==> src/rtl/io_pkg.sv <==
// Shared types and constants for the IO slot arbiter and its round-robin picker.
package io_pkg;

  typedef enum logic [1:0] {
    StIdle,
    StAccess,
    StLatch
  } io_state_e;

  localparam logic [1:0] IO_SLOT_DEFAULT = 2'd3;

  localparam logic REQ_A = 1'b0;
  localparam logic REQ_B = 1'b1;

endpackage

==> src/rtl/rr_arb2.sv <==
// Two-input round-robin picker: combinational grant, registered last-winner pointer.
module rr_arb2
  import io_pkg::*;
(
  input  logic       clk_8,
  input  logic       reset,
  input  logic [1:0] req_i,
  input  logic       update_i,
  output logic       gnt_valid_o,
  output logic       gnt_idx_o
);

  logic last_q;

  always_comb begin
    gnt_valid_o = |req_i;
    if (&req_i) begin
      gnt_idx_o = ~last_q;
    end else if (req_i[REQ_B]) begin
      gnt_idx_o = REQ_B;
    end else begin
      gnt_idx_o = REQ_A;
    end
  end

  // Reset points at B so that A wins the first tie.
  always_ff @(posedge clk_8) begin
    if (reset) begin
      last_q <= REQ_B;
    end else if (update_i && gnt_valid_o) begin
      last_q <= gnt_idx_o;
    end
  end

endmodule

==> src/rtl/io_slot_arbiter.sv <==
// Grants one IO transfer per free IO bus slot to requester A or B and drives the RAM command.
module io_slot_arbiter
  import io_pkg::*;
#(
  parameter logic [1:0]  IO_SLOT = IO_SLOT_DEFAULT,
  parameter int unsigned ADDR_W  = 23
) (
  input  logic              clk_8,
  input  logic              reset,
  input  logic [1:0]        bus_cycle,
  input  logic              hold,
  input  logic              a_req,
  input  logic              a_we,
  input  logic [ADDR_W-1:0] a_addr,
  input  logic [15:0]       a_wdata,
  output logic              a_ack,
  output logic [15:0]       a_rdata,
  input  logic              b_req,
  input  logic              b_we,
  input  logic [ADDR_W-1:0] b_addr,
  input  logic [15:0]       b_wdata,
  output logic              b_ack,
  output logic [15:0]       b_rdata,
  output logic              ram_read,
  output logic              ram_write,
  output logic [ADDR_W-1:0] ram_addr,
  output logic [15:0]       ram_dout,
  input  logic [15:0]       ram_din,
  output logic              busy
);

  io_state_e         state_q;
  logic              win_q;
  logic              we_q;
  logic              read_q;
  logic              write_q;
  logic [ADDR_W-1:0] addr_q;
  logic [15:0]       dout_q;
  logic              busy_q;
  logic              a_ack_q;
  logic              b_ack_q;
  logic [15:0]       a_rdata_q;
  logic [15:0]       b_rdata_q;

  logic [1:0]        req_vec;
  logic              gnt_valid;
  logic              gnt_idx;
  logic              grant;
  logic              sel_we;
  logic [ADDR_W-1:0] sel_addr;
  logic [15:0]       sel_wdata;

  assign req_vec = {b_req, a_req};

  rr_arb2 u_rr_arb2 (
    .clk_8      (clk_8),
    .reset      (reset),
    .req_i      (req_vec),
    .update_i   (grant),
    .gnt_valid_o(gnt_valid),
    .gnt_idx_o  (gnt_idx)
  );

  always_comb begin
    grant = (state_q == StIdle) && (bus_cycle == IO_SLOT) && !hold && gnt_valid;
    if (gnt_idx == REQ_A) begin
      sel_we    = a_we;
      sel_addr  = a_addr;
      sel_wdata = a_wdata;
    end else begin
      sel_we    = b_we;
      sel_addr  = b_addr;
      sel_wdata = b_wdata;
    end
  end

  // ack and rdata update on the same edge so the requester sees them together.
  always_ff @(posedge clk_8) begin
    if (reset) begin
      state_q   <= StIdle;
      win_q     <= REQ_A;
      we_q      <= 1'b0;
      read_q    <= 1'b0;
      write_q   <= 1'b0;
      addr_q    <= '0;
      dout_q    <= '0;
      busy_q    <= 1'b0;
      a_ack_q   <= 1'b0;
      b_ack_q   <= 1'b0;
      a_rdata_q <= '0;
      b_rdata_q <= '0;
    end else begin
      a_ack_q <= 1'b0;
      b_ack_q <= 1'b0;
      unique case (state_q)
        StIdle: begin
          if (grant) begin
            win_q   <= gnt_idx;
            we_q    <= sel_we;
            addr_q  <= sel_addr;
            dout_q  <= sel_wdata;
            read_q  <= ~sel_we;
            write_q <= sel_we;
            busy_q  <= 1'b1;
            state_q <= StAccess;
          end
        end
        StAccess: begin
          read_q  <= 1'b0;
          write_q <= 1'b0;
          state_q <= StLatch;
        end
        StLatch: begin
          if (win_q == REQ_A) begin
            a_ack_q <= 1'b1;
            if (!we_q) a_rdata_q <= ram_din;
          end else begin
            b_ack_q <= 1'b1;
            if (!we_q) b_rdata_q <= ram_din;
          end
          busy_q  <= 1'b0;
          state_q <= StIdle;
        end
        default: state_q <= StIdle;
      endcase
    end
  end

  assign a_ack     = a_ack_q;
  assign b_ack     = b_ack_q;
  assign a_rdata   = a_rdata_q;
  assign b_rdata   = b_rdata_q;
  assign ram_read  = read_q;
  assign ram_write = write_q;
  assign ram_addr  = addr_q;
  assign ram_dout  = dout_q;
  assign busy      = busy_q;

endmodule

==> config.mk <==
export PLATFORM = sky130hd
export DESIGN_NAME = io_slot_arbiter
export DESIGN_NICKNAME = d
export VERILOG_FILES = /design/src/rtl/io_pkg.sv /design/src/rtl/rr_arb2.sv /design/src/rtl/io_slot_arbiter.sv
export SDC_FILE = /design/constraint.sdc
export NUM_CORES = 1
export LEC_CHECK = 0
export ABC_CLOCK_PERIOD_IN_PS = 1740
export CORE_MARGIN = 3
export CORE_UTILIZATION = 36
export CTS_CLUSTER_DIAMETER = 60
export CTS_CLUSTER_SIZE = 16
export DETAILED_ROUTE_END_ITERATION = 8
export HOLD_SLACK_MARGIN = 0.06
export PLACE_DENSITY = 0.73
export SLEW_MARGIN = 15
export SYNTH_ARGS = -nofsm -noshare
export SYNTH_HDL_FRONTEND = slang
export SYNTH_SLANG_ARGS = --single-unit
==> constraint.sdc <==
create_clock -name clk_8 -period 1.74 [get_ports clk_8]
set_input_delay 0.348 -clock clk_8 [delete_from_list [all_inputs] [get_ports clk_8]]
set_output_delay 0.348 -clock clk_8 [all_outputs]
set_load 0.03 [all_outputs]
-- After elaboration in Yosys (flattened, before gate mapping)
Cells that the tools add are included.
- register bits after elaboration: 81
- input bits: 103
- output and inout port bits: 76
- word-level logic and storage cells: 53
- eq/ne operators: 4
- muxes and demuxes: 15
- bitwise logic cells: 5
- reductions and logical operators: 16
- operators by type and width (operator ; count):
    2-to-1 mux 23 bit ; 1
    2-to-1 mux 16 bit ; 1
    2-to-1 mux 1 bit ; 8
    AND reduction 2 bit ; 4
    case mux 1 bit (2 select lines) ; 3
    AND reduction 3 bit ; 2
    inverter 1 bit ; 5
    == test 2 bit, second input constant ; 2
    logical AND 1 bit ; 4
    case mux 2 bit (2 select lines) ; 1
    nonzero test 2 bit ; 2
    OR reduction 2 bit ; 2
    == test 2 x 1 -> 1 bit, second input constant ; 1
    zero test 2 bit ; 1
    2-to-1 mux 2 bit ; 1
    inequality test 2 x 1 -> 1 bit, second input constant ; 1
    zero test 1 bit ; 1

-- Depth between registers and ports, before layout
Gate-level depths: netlist of the first run.
- depth after elaboration: 6
- mapped depth: 6
- depth with buffers taken out: 3

-- Modules after synthesis
From an unflattened synthesis of the first run, not the netlist that was laid out.
- cells, all modules: 362
- area, all modules: 3542.1 um2
- by module, submodules not included (module ; instances ; cells each ; area an instance (um2) ; seq. area each (um2)):
    io_slot_arbiter ; 1 ; 356 ; 3485.8 ; 1601.5
    rr_arb2 ; 1 ; 6 ; 56.3 ; 20.0

-- Worst setup path before layout of the first run
OpenSTA, ideal clock, no wires.
- path type: input to register
- start: input reset
- end: register addr_q[11] (netlist: ram_addr[11])
- library setup time: 0.147 ns
- data arrival time: 1.310 ns
- data required time: 1.593 ns
- path slack: 0.283 ns
- stages: 4
- buffers on the path: 3
- cell sequence: clkbuf_1 > buf_1 > clkbuf_1 > a311oi_2
- RTL lines (element ; line ; text):
    start: declaration ; io_slot_arbiter.sv:9 ; input logic reset,
    end signal: assignment ; io_slot_arbiter.sv:100 ; addr_q <= sel_addr;
    end: declaration ; io_slot_arbiter.sv:37 ; logic [ADDR_W-1:0] addr_q;
No word-level cell between the ends.

-- Final worst setup path of the first run
- start: register b_rdata_q[6] (netlist: b_rdata[6])
- end: output b_rdata[6]
- RTL lines (element ; line ; text):
    start: declaration ; io_slot_arbiter.sv:43 ; logic [15:0] b_rdata_q;
    start signal: assignment ; io_slot_arbiter.sv:119 ; if (!we_q) b_rdata_q <= ram_din;
    end: declaration ; io_slot_arbiter.sv:23 ; output logic [15:0] b_rdata,
No word-level cell between the ends.

==> results of run 1 <==
metal layers:
| metal | global-route usage | up-vias | wire (um) |
|---|---|---|---|
| met5 | 0 | - | 0 |
| met4 | 0.0833 | 0 | 299 |
| met3 | 0.0692 | 22 | 972 |
| met2 | 0.330 | 161 | 5270 |
| met1 | 0.231 | 1634 | 4630 |
| li1 | - | 1743 | - |
final cells by class:
cell class,instances,share of cell area
clock buffers,12,0.0251
multi-input cells,280,0.297
well taps,129,0.0279
repair buffers,198,0.359
clock inverters,4,0.00908
inverters,3,0.00195
flip-flops and latches,81,0.280
registers in the layout, indices dropped and copies added, names as in the netlist:
name              cells
win_q                 1
we_q                  1
ram_addr             23
ram_read              1
b_ack                 1
a_ack                 1
b_rdata              16
ram_dout             16
busy                  1
ram_write             1
state_q               2
a_rdata              16
u_rr_arb2.last_q      1
power by group through the flow:
stage               clock network [uW]  registers [uW]  logic [uW]
finish                            1360            1940         798
floorplan                            0            2070         303
global route                      1480            1950         853
CTS                               1400            1940         804
detailed placement                   0            1980         818
global placement                     0            1980         807
cell usage in the layout, fill, tap and decap left out, types with 2 or more instances in the layout:
master           synthesis  routed
a211oi_1                 2       2
a21bo_2                  2       2
a21oi_1                 75      75
a311oi_1                 2       2
a311oi_2                37      37
buf_12                   5       6
buf_4                    4      14
clkbuf_1                20       2
clkbuf_8                 0      10
clkdlybuf4s50_1          0     113
clkinvlp_4               0       3
dfxtp_1                 81      81
dlygate4sd2_1            0      25
dlymetal6s2s_1           0      39
inv_1                    3       3
nand2_1                143     143
nand3_1                  2       2
synthesized netlist by cell type, types with 2 or more instances:
cell type	count
a311oi_2	37
nand3_1	2
clkbuf_1	20
a211oi_1	2
buf_6	2
a21oi_1	75
nand2_1	143
buf_2	5
buf_12	5
inv_1	3
buf_1	2
a311oi_1	2
dfxtp_1	81
buf_4	4
a21bo_2	2
through the flow:
| stage | TNS [ns] | area (um^2) | utilization | power, uW | cells |
|---|---|---|---|---|---|
| 2_1_floorplan | 0 | 3600 | - | 2380 | 403 |
| 3_3_place_gp | -5.79 | 5520 | 0.583 | 2790 | 691 |
| 3_5_place_dp | -6.87 | 5520 | 0.583 | 2800 | 691 |
| 4_1_cts | 0 | 5680 | 0.601 | 4140 | 707 |
| 5_1_grt | -0.0176 | 5790 | 0.612 | 4280 | 707 |
| 6_report | 0 | 5790 | 0.612 | 4100 | 707 |
worst max path at each step:
stage	endpoint	slack, ns	cells after the start
2_1_floorplan	ram_addr[11]	0.28	4
3_3_place_gp	ram_addr[2]	-0.17	5
3_5_place_dp	ram_dout[2]	-0.25	5
4_1_cts	ram_addr[3]	0.0008	1
5_1_grt	b_rdata[6]	-0.02	1
6_report	b_rdata[6]	0.04	1
kinds of logic (layout without fill, tap and decap cells):
logic type | Yosys count | count (layout) | synth area share
DFF | 81 | 81 | 0.451
buffers and inverters | 42 | 217 | 0.0769
muxes | 1 | 1 | 0.00278
AOI/OAI and AO/OA | 123 | 123 | 0.285
and+or+nand+nor | 156 | 156 | 0.185
timing repair:
| action | CTS | global route |
|---|---|---|
| setup endpoints to repair | 25 | 40 |
| resized for setup | 25 | 40 |
| buffers inserted | 0 | 0 |
==> impl_metrics.env, run 1 <==
export IMPL_synth_cells=403
export IMPL_final_nets=676
export IMPL_pwr_share_comb=0.195
export IMPL_start_util=0.380
export IMPL_seq_power_share=0.473
export IMPL_worst_hold_path_endpoint="ram_dout[12]"
export IMPL_cp_num_buf_inv=1
export IMPL_synthTopCellsByArea="dfxtp_1, a311oi_2, nand2_1"
export IMPL_die_h_um=106
export IMPL_gr_total_overflow=0
export IMPL_numPortBuffers=178
export IMPL_grt_use_total=0.198
export IMPL_drc_errors=0
export IMPL_slowest_stage="clkdlybuf4s50_1"
export IMPL_synth_distinct_cells=33
export IMPL_num_rows=35
export IMPL_yosysWarnings=0
export IMPL_skew_ns=0.00729
export IMPL_cp_slowest_stage_delay_ns=0.69
export IMPL_whs_ns=0.359
export IMPL_routed_wl_um=11200
export IMPL_synth_top_cell_area_share=0.451
export IMPL_via_per_inst=5.04
export IMPL_cts_tree="built"
export IMPL_crit_chain="clkdlybuf4s50_1"
export IMPL_regArea_mm2=0.00162
export IMPL_path_delay_family="buffers and inverters"
export IMPL_cp_required_ns=1.39
export IMPL_worstHoldStart="reset"
export IMPL_critical_path_class="reg2out"
export IMPL_grt_pass1_wl_um=18100
export IMPL_vdd_drop_max_v=0.000343
export IMPL_hold_class="in2reg"
export IMPL_vias=3560
export IMPL_postSynthAreaPerCell_um2=8.93
export IMPL_antenna_left=0
export IMPL_syn_nets=506
export IMPL_die_width_um=106
export IMPL_worstMarginPinSlew_ns=0.373
export IMPL_drv_cap=0
export IMPL_dp_hpwl_um=8340
export IMPL_pre_cts_slack_ns=-0.251
export IMPL_wl_per_cell_um=15.8
export IMPL_hold_path_depth=2
export IMPL_endpoint_kind="primary output"
export IMPL_cts_root_buf="clkbuf_8"
export IMPL_power_density_mw_per_mm2=709
export IMPL_async_flop_share=0
export IMPL_p_int_uw=3010
export IMPL_holdBufCountCts=0
export IMPL_antenna_found_initial=0
export IMPL_htreeDepth=3
export IMPL_clkSinkCount=81
export IMPL_fmax_ghz=0.587
export IMPL_status="complete, no violations"
export IMPL_tritoncts_num_buffers=9
export IMPL_rr_worst_depth=4
export IMPL_leakage_uw=0.00276
export IMPL_fin_ws_ns=0.0375
export IMPL_gp_congestion=0.832
export IMPL_grt_max_degree=34
export IMPL_r2r_end="ram_dout[2]"
export IMPL_critPathLaunch="b_rdata[6]"
export IMPL_insertion_delay_ns=0.34
export IMPL_r2r_slack_ns=0.18
export IMPL_swShare=0.265
export IMPL_fillers=858
export IMPL_boundaryPins=179
export IMPL_synth_edf_count=0
export IMPL_relSlewSlack=0.751
export IMPL_drtIter0Drc=187
export IMPL_setup_viol=0
export IMPL_die_area_mm2=0.0112
export IMPL_min_period_ns=1.70
export IMPL_ys_seq_area_frac=0.451
export IMPL_synth_flop_cell="dfxtp_1"
export IMPL_final_layout_size_suffix_gt1_frac=0.138
export IMPL_first_pass_iters=5
export IMPL_clkSlewWorstSetupHoldPaths_ns=0.08
export IMPL_period_share=0.978
export IMPL_area_delta_synth_final_pct=60.8
export IMPL_clockBufferDepth=2
export IMPL_synth_area_leader_cell="dfxtp_1"
export IMPL_ys_ff_latch=81
export IMPL_hold_viol_final=0
export IMPL_first_global_vias=3689
export IMPL_coreArea_mm2=0.00946
export IMPL_worstSetupStartpointType="register"
export IMPL_power_switching_uw=1090
export IMPL_r2r_start="state_q[1]"
export IMPL_synth_area_mm2=0.00360
export IMPL_n_antenna_cell=0
export IMPL_crit_arrival_ns=1.35
export IMPL_multiInputGateArea_mm2=0.00172
export IMPL_pwr_share_clk=0.332
export IMPL_path_max_fanout=2
export IMPL_maxSlewViolCount=0
(Power assumes the default switching activity.)
==> run 2, diff against run 1 <==
--- a/config.mk
+++ b/config.mk
@@ -5,7 +5,7 @@
 export SDC_FILE = /design/constraint.sdc
 export NUM_CORES = 1
 export LEC_CHECK = 0
-export ABC_CLOCK_PERIOD_IN_PS = 1740
+export ABC_CLOCK_PERIOD_IN_PS = 1920
 export CORE_MARGIN = 3
 export CORE_UTILIZATION = 36
 export CTS_CLUSTER_DIAMETER = 60
==> constraint.sdc (replaced) <==
create_clock -name clk_8 -period 1.92 [get_ports clk_8]
set_input_delay 0.384 -clock clk_8 [delete_from_list [all_inputs] [get_ports clk_8]]
set_output_delay 0.384 -clock clk_8 [all_outputs]
set_load 0.03 [all_outputs]
==> run 2 against run 1 <==
Power decreased by 12%. Largest power group unchanged. Sequential share of layout area increased by 0.65 points. Clock skew increased by 0.0059 ns. Core utilization decreased by 1.4 points. Worst setup slack improved by 0.077 ns. Via count increased by 0.87%. Wire length decreased by 0.25%. Combinational power decreased by 7.8%. Design area decreased by 2.3%. Flip-flop and latch count unchanged.
==> impl_metrics.env, run 2 (same netlist as run 1, synthesis figures left out) <==
export IMPL_antenna_found_initial=0
export IMPL_die_area_mm2=0.0112
export IMPL_clockBufferDepth=2
export IMPL_setup_tns_ns=0
export IMPL_endpoint_kind="primary output"
export IMPL_area_delta_synth_final_pct=57.2
export IMPL_status="complete, no violations"
export IMPL_worstMarginPinSlew_ns=0.581
export IMPL_leakage_uw=0.00192
export IMPL_seq_power_share=0.487
export IMPL_final_nets=671
export IMPL_rsz0062_at_grt="no"
export IMPL_grt_max_degree=34
export IMPL_boundaryPins=179
export IMPL_maxSlewViolCount=0
export IMPL_antenna_left=0
export IMPL_cp_num_buf_inv=1
export IMPL_fmax_ghz=0.554
export IMPL_worstSetupStartpointType="register"
export IMPL_period_share=0.940
export IMPL_start_util=0.380
export IMPL_dp_hpwl_um=8300
export IMPL_cp_required_ns=1.54
export IMPL_crit_chain="clkdlybuf4s50_1"
export IMPL_die_width_um=106
export IMPL_utilization=0.598
export IMPL_cts_resized=0
export IMPL_drc_errors=0
export IMPL_final_layout_size_suffix_gt1_frac=0.131
export IMPL_setup_viol=0
export IMPL_critical_path_class="reg2out"
export IMPL_numPortBuffers=178
export IMPL_gr_total_overflow=0
export IMPL_drtIter0Drc=118
export IMPL_p_total_uw=3610
export IMPL_via_per_inst=5.12
export IMPL_final_cell_mix="clkdlybuf4s50_1, nand2_1, dfxtp_1"
export IMPL_routed_wl_um=11100
export IMPL_first_global_vias=3627
export IMPL_pwr_share_clk=0.309
export IMPL_cp_slowest_stage_delay_ns=0.70
export IMPL_coreArea_mm2=0.00946
export IMPL_hold_class="in2reg"
export IMPL_largest_reg_flops=23
export IMPL_n_antenna_cell=0
export IMPL_vias=3591
export IMPL_path_delay_family="buffers and inverters"
export IMPL_cts_root_buf="clkbuf_8"
export IMPL_relSlewSlack=0.612
export IMPL_pwr_share_comb=0.204
export IMPL_cts_tree="built"
export IMPL_power_density_mw_per_mm2=639
export IMPL_drv_cap=0
export IMPL_gp_congestion=0.817
export IMPL_slowest_stage="clkdlybuf4s50_1"
export IMPL_clkSlewWorstSetupHoldPaths_ns=0.08
export IMPL_grt_pass1_wl_um=17700
export IMPL_grt_use_total=0.195
export IMPL_die_h_um=106
export IMPL_post_cts_setup_buffers=0
export IMPL_fillers=863
export IMPL_first_pass_iters=5
export IMPL_p_int_uw=2640
export IMPL_htreeDepth=3
export IMPL_wl_per_cell_um=15.9
export IMPL_tritoncts_num_buffers=9
export IMPL_path_max_fanout=2
export IMPL_holdBufCountCts=0
export IMPL_min_period_ns=1.81
export IMPL_layout_commonest_cell="clkdlybuf4s50_1"
export IMPL_hold_viol_final=0
export IMPL_power_switching_uw=970
export IMPL_crit_arrival_ns=1.42
export IMPL_clkSinkCount=81
export IMPL_num_rows=35
export IMPL_vdd_drop_max_v=0.000294
export IMPL_swShare=0.269
export IMPL_insertion_delay_ns=0.34
export IMPL_skew_ns=0.0132
-- run 2: changes by cell type in the layout (fill, tap and decap cells not counted) --
cell,before,now
buf_4,14,10
buf_6,1,0
clkbuf_8,10,11
clkinvlp_4,3,0
clkinv_2,0,3
bufinv_16,1,0
dlygate4sd2_1,25,0
dlymetal6s2s_1,39,0
clkdlybuf4s50_1,113,177
-- run 2: final timing paths --
kind               startpoint  slack [ns]           end  cells past startpoint
setup / recovery  ram_addr[8]        0.11   ram_addr[8]                      1
hold / removal          reset        0.42  ram_dout[10]                      2
setup reg to reg   state_q[1]        0.25    a_rdata[2]                      3
hold reg to reg    a_rdata[3]        0.46    a_rdata[3]                      2
-- run 2: per-layer routing --
metal,up-vias,GRT usage,part of all wire
met5,-,0,0
met4,0,0.0703,0.017
met3,17,0.0674,0.093
met2,162,0.330,0.48
met1,1676,0.229,0.41
li1,1736,-,-
-- run 2: final cells by class --
type | instances | area, um^2 | share of cell area
timing repair buffer | 193 | 1970 | 0.348
multi-input combinational | 280 | 1720 | 0.304
sequential | 81 | 1620 | 0.287
tap | 129 | 161 | 0.0285
clock buffer | 13 | 159 | 0.0281
clock inverter | 3 | 15.0 | 0.00266
inverter | 3 | 11.3 | 0.00199
-- run 2: per-stage QoR --
stage	cell area, um^2	cells	worst slack [ns]	hold WS, ns
finish	5650	702	0.115	0.416
global route	5650	702	0.0523	0.411
CTS	5650	702	0.0895	0.398
detailed placement	5480	686	-0.0810	0.448
global placement	5480	686	-0.0299	0.443
floorplan	3600	403	0.427	0.478
-- run 2: power by group through the flow --
stage | clock [uW] | sequential, uW | combinational, uW
floorplan | 0 | 1880 | 274
global placement | 0 | 1800 | 727
detailed placement | 0 | 1800 | 737
CTS | 1140 | 1760 | 740
global route | 1210 | 1770 | 780
finish | 1120 | 1760 | 736
==> run 3, diff against run 2 <==
--- a/config.mk
+++ b/config.mk
@@ -13,7 +13,9 @@
 export DETAILED_ROUTE_END_ITERATION = 8
 export HOLD_SLACK_MARGIN = 0.06
 export PLACE_DENSITY = 0.73
+export RECOVER_POWER = 100
 export SLEW_MARGIN = 15
 export SYNTH_ARGS = -nofsm -noshare
 export SYNTH_HDL_FRONTEND = slang
 export SYNTH_SLANG_ARGS = --single-unit
+export TNS_END_PERCENT = 50
==> run 3 against run 2 <==
Power shrank 1.8%. Critical path depth unchanged. Cell count is the same. Combinational power is 7.9% lower. Core utilization decreased by 2.1 points. Count of clock-buffer cells in the layout did not move.
==> impl_metrics.env, run 3 (same netlist as run 1, synthesis figures left out) <==
export IMPL_slowest_stage="dlygate4sd3_1"
export IMPL_cts_root_buf="clkbuf_8"
export IMPL_die_width_um=106
export IMPL_status="complete, no violations"
export IMPL_min_period_ns=1.83
export IMPL_numPortBuffers=178
export IMPL_final_nets=671
export IMPL_insertion_delay_ns=0.34
export IMPL_maxSlewViolCount=0
export IMPL_cts_tree="built"
export IMPL_power_switching_uw=934
export IMPL_whs_ns=0.374
export IMPL_antenna_found_initial=0
export IMPL_die_h_um=106
export IMPL_clkSlewWorstSetupHoldPaths_ns=0.08
export IMPL_coreArea_mm2=0.00946
export IMPL_cts_resized=0
export IMPL_setup_viol=0
export IMPL_n_antenna_cell=0
export IMPL_drc_errors=0
export IMPL_seq_power_share=0.496
export IMPL_rsz0062_at_grt="no"
export IMPL_crit_chain="dlygate4sd3_1"
export IMPL_grt_max_degree=34
export IMPL_wl_per_cell_um=16.0
export IMPL_fin_ws_ns=0.0868
export IMPL_boundaryPins=179
export IMPL_fmax_ghz=0.546
export IMPL_final_layout_size_suffix_gt1_frac=0.0733
export IMPL_vdd_drop_max_v=0.000289
export IMPL_dp_cells=686
export IMPL_gp_congestion=0.817
export IMPL_clkSinkCount=81
export IMPL_vias=3568
export IMPL_holdBufCountCts=0
export IMPL_antenna_left=0
export IMPL_utilization=0.577
export IMPL_cp_slowest_stage_delay_ns=0.76
export IMPL_leakage_uw=0.00212
export IMPL_tritoncts_num_buffers=9
export IMPL_first_global_vias=3627
export IMPL_clockBufferDepth=2
export IMPL_cp_required_ns=1.54
export IMPL_final_cells=702
export IMPL_die_area_mm2=0.0112
export IMPL_pwr_share_comb=0.191
export IMPL_htreeDepth=3
export IMPL_area_delta_synth_final_pct=51.7
export IMPL_endpoint_kind="primary output"
export IMPL_layout_commonest_cell="nand2_1"
export IMPL_p_total_uw=3550
export IMPL_pwr_share_clk=0.313
export IMPL_relSlewSlack=0.610
export IMPL_hold_class="in2reg"
export IMPL_path_max_fanout=2
export IMPL_critical_path_class="reg2out"
export IMPL_drtIter0Drc=117
export IMPL_p_int_uw=2610
export IMPL_final_cell_mix="nand2_1, clkdlybuf4s50_1, dfxtp_1"
export IMPL_largest_reg_flops=23
export IMPL_num_rows=35
export IMPL_power_density_mw_per_mm2=650
export IMPL_drv_cap=0
export IMPL_gr_total_overflow=0
export IMPL_cp_num_buf_inv=1
export IMPL_period_share=0.955
export IMPL_start_util=0.380
export IMPL_post_cts_setup_buffers=0
export IMPL_hold_viol_final=0
export IMPL_dp_hpwl_um=8300
export IMPL_crit_arrival_ns=1.45
export IMPL_via_per_inst=5.08
export IMPL_grt_pass1_wl_um=17700
export IMPL_worstMarginPinSlew_ns=0.585
export IMPL_grt_use_total=0.195
export IMPL_pre_cts_slack_ns=-0.0810
export IMPL_path_delay_family="buffers and inverters"
export IMPL_first_pass_iters=5
export IMPL_worstSetupStartpointType="register"
export IMPL_swShare=0.263
export IMPL_skew_ns=0.0110
export IMPL_routed_wl_um=11200
==> run 3: final timing paths <==
check | startpoint | depth (start not counted) | to | slack, ns
worst max-delay path | ram_addr[11] | 1 | ram_addr[11] | 0.09
worst max register to register | state_q[1] | 3 | a_rdata[2] | 0.27
worst min-delay path | reset | 2 | ram_addr[0] | 0.37
worst min register to register | a_rdata[3] | 2 | a_rdata[3] | 0.45
==> run 3: final cells by class <==
type | count | area [um^2]
clock buffer | 13 | 159
clock inverter | 3 | 15.0
fill | 907 | 4000
inverter | 3 | 11.3
multi-input combinational | 280 | 1520
sequential | 81 | 1620
tap | 129 | 161
timing repair buffer | 193 | 1970
==> run 3: per-stage QoR <==
stage / area [um^2] / TNS [ns]
after global routing: 5460 / 0
after floorplan: 3600 / 0
after detailed placement: 5480 / -1.29
after global placement: 5480 / -0.524
final: 5460 / 0
after CTS: 5650 / 0
==> run 3: power by group through the flow <==
stage          registers, uW  clock network [uW]  logic (uW)
2_1_floorplan           1880                   0         274
3_3_place_gp            1800                   0         727
3_5_place_dp            1800                   0         737
4_1_cts                 1760                1140         740
5_1_grt                 1760                1210         723
6_report                1760                1110         678
==> run 3: metal layers <==
metal | vias up | track usage | wire length, um
met5 | - | 0 | 0
met4 | 0 | 0.0703 | 193
met3 | 19 | 0.0674 | 1020
met2 | 154 | 0.330 | 5370
met1 | 1660 | 0.229 | 4620
li1 | 1735 | - | -
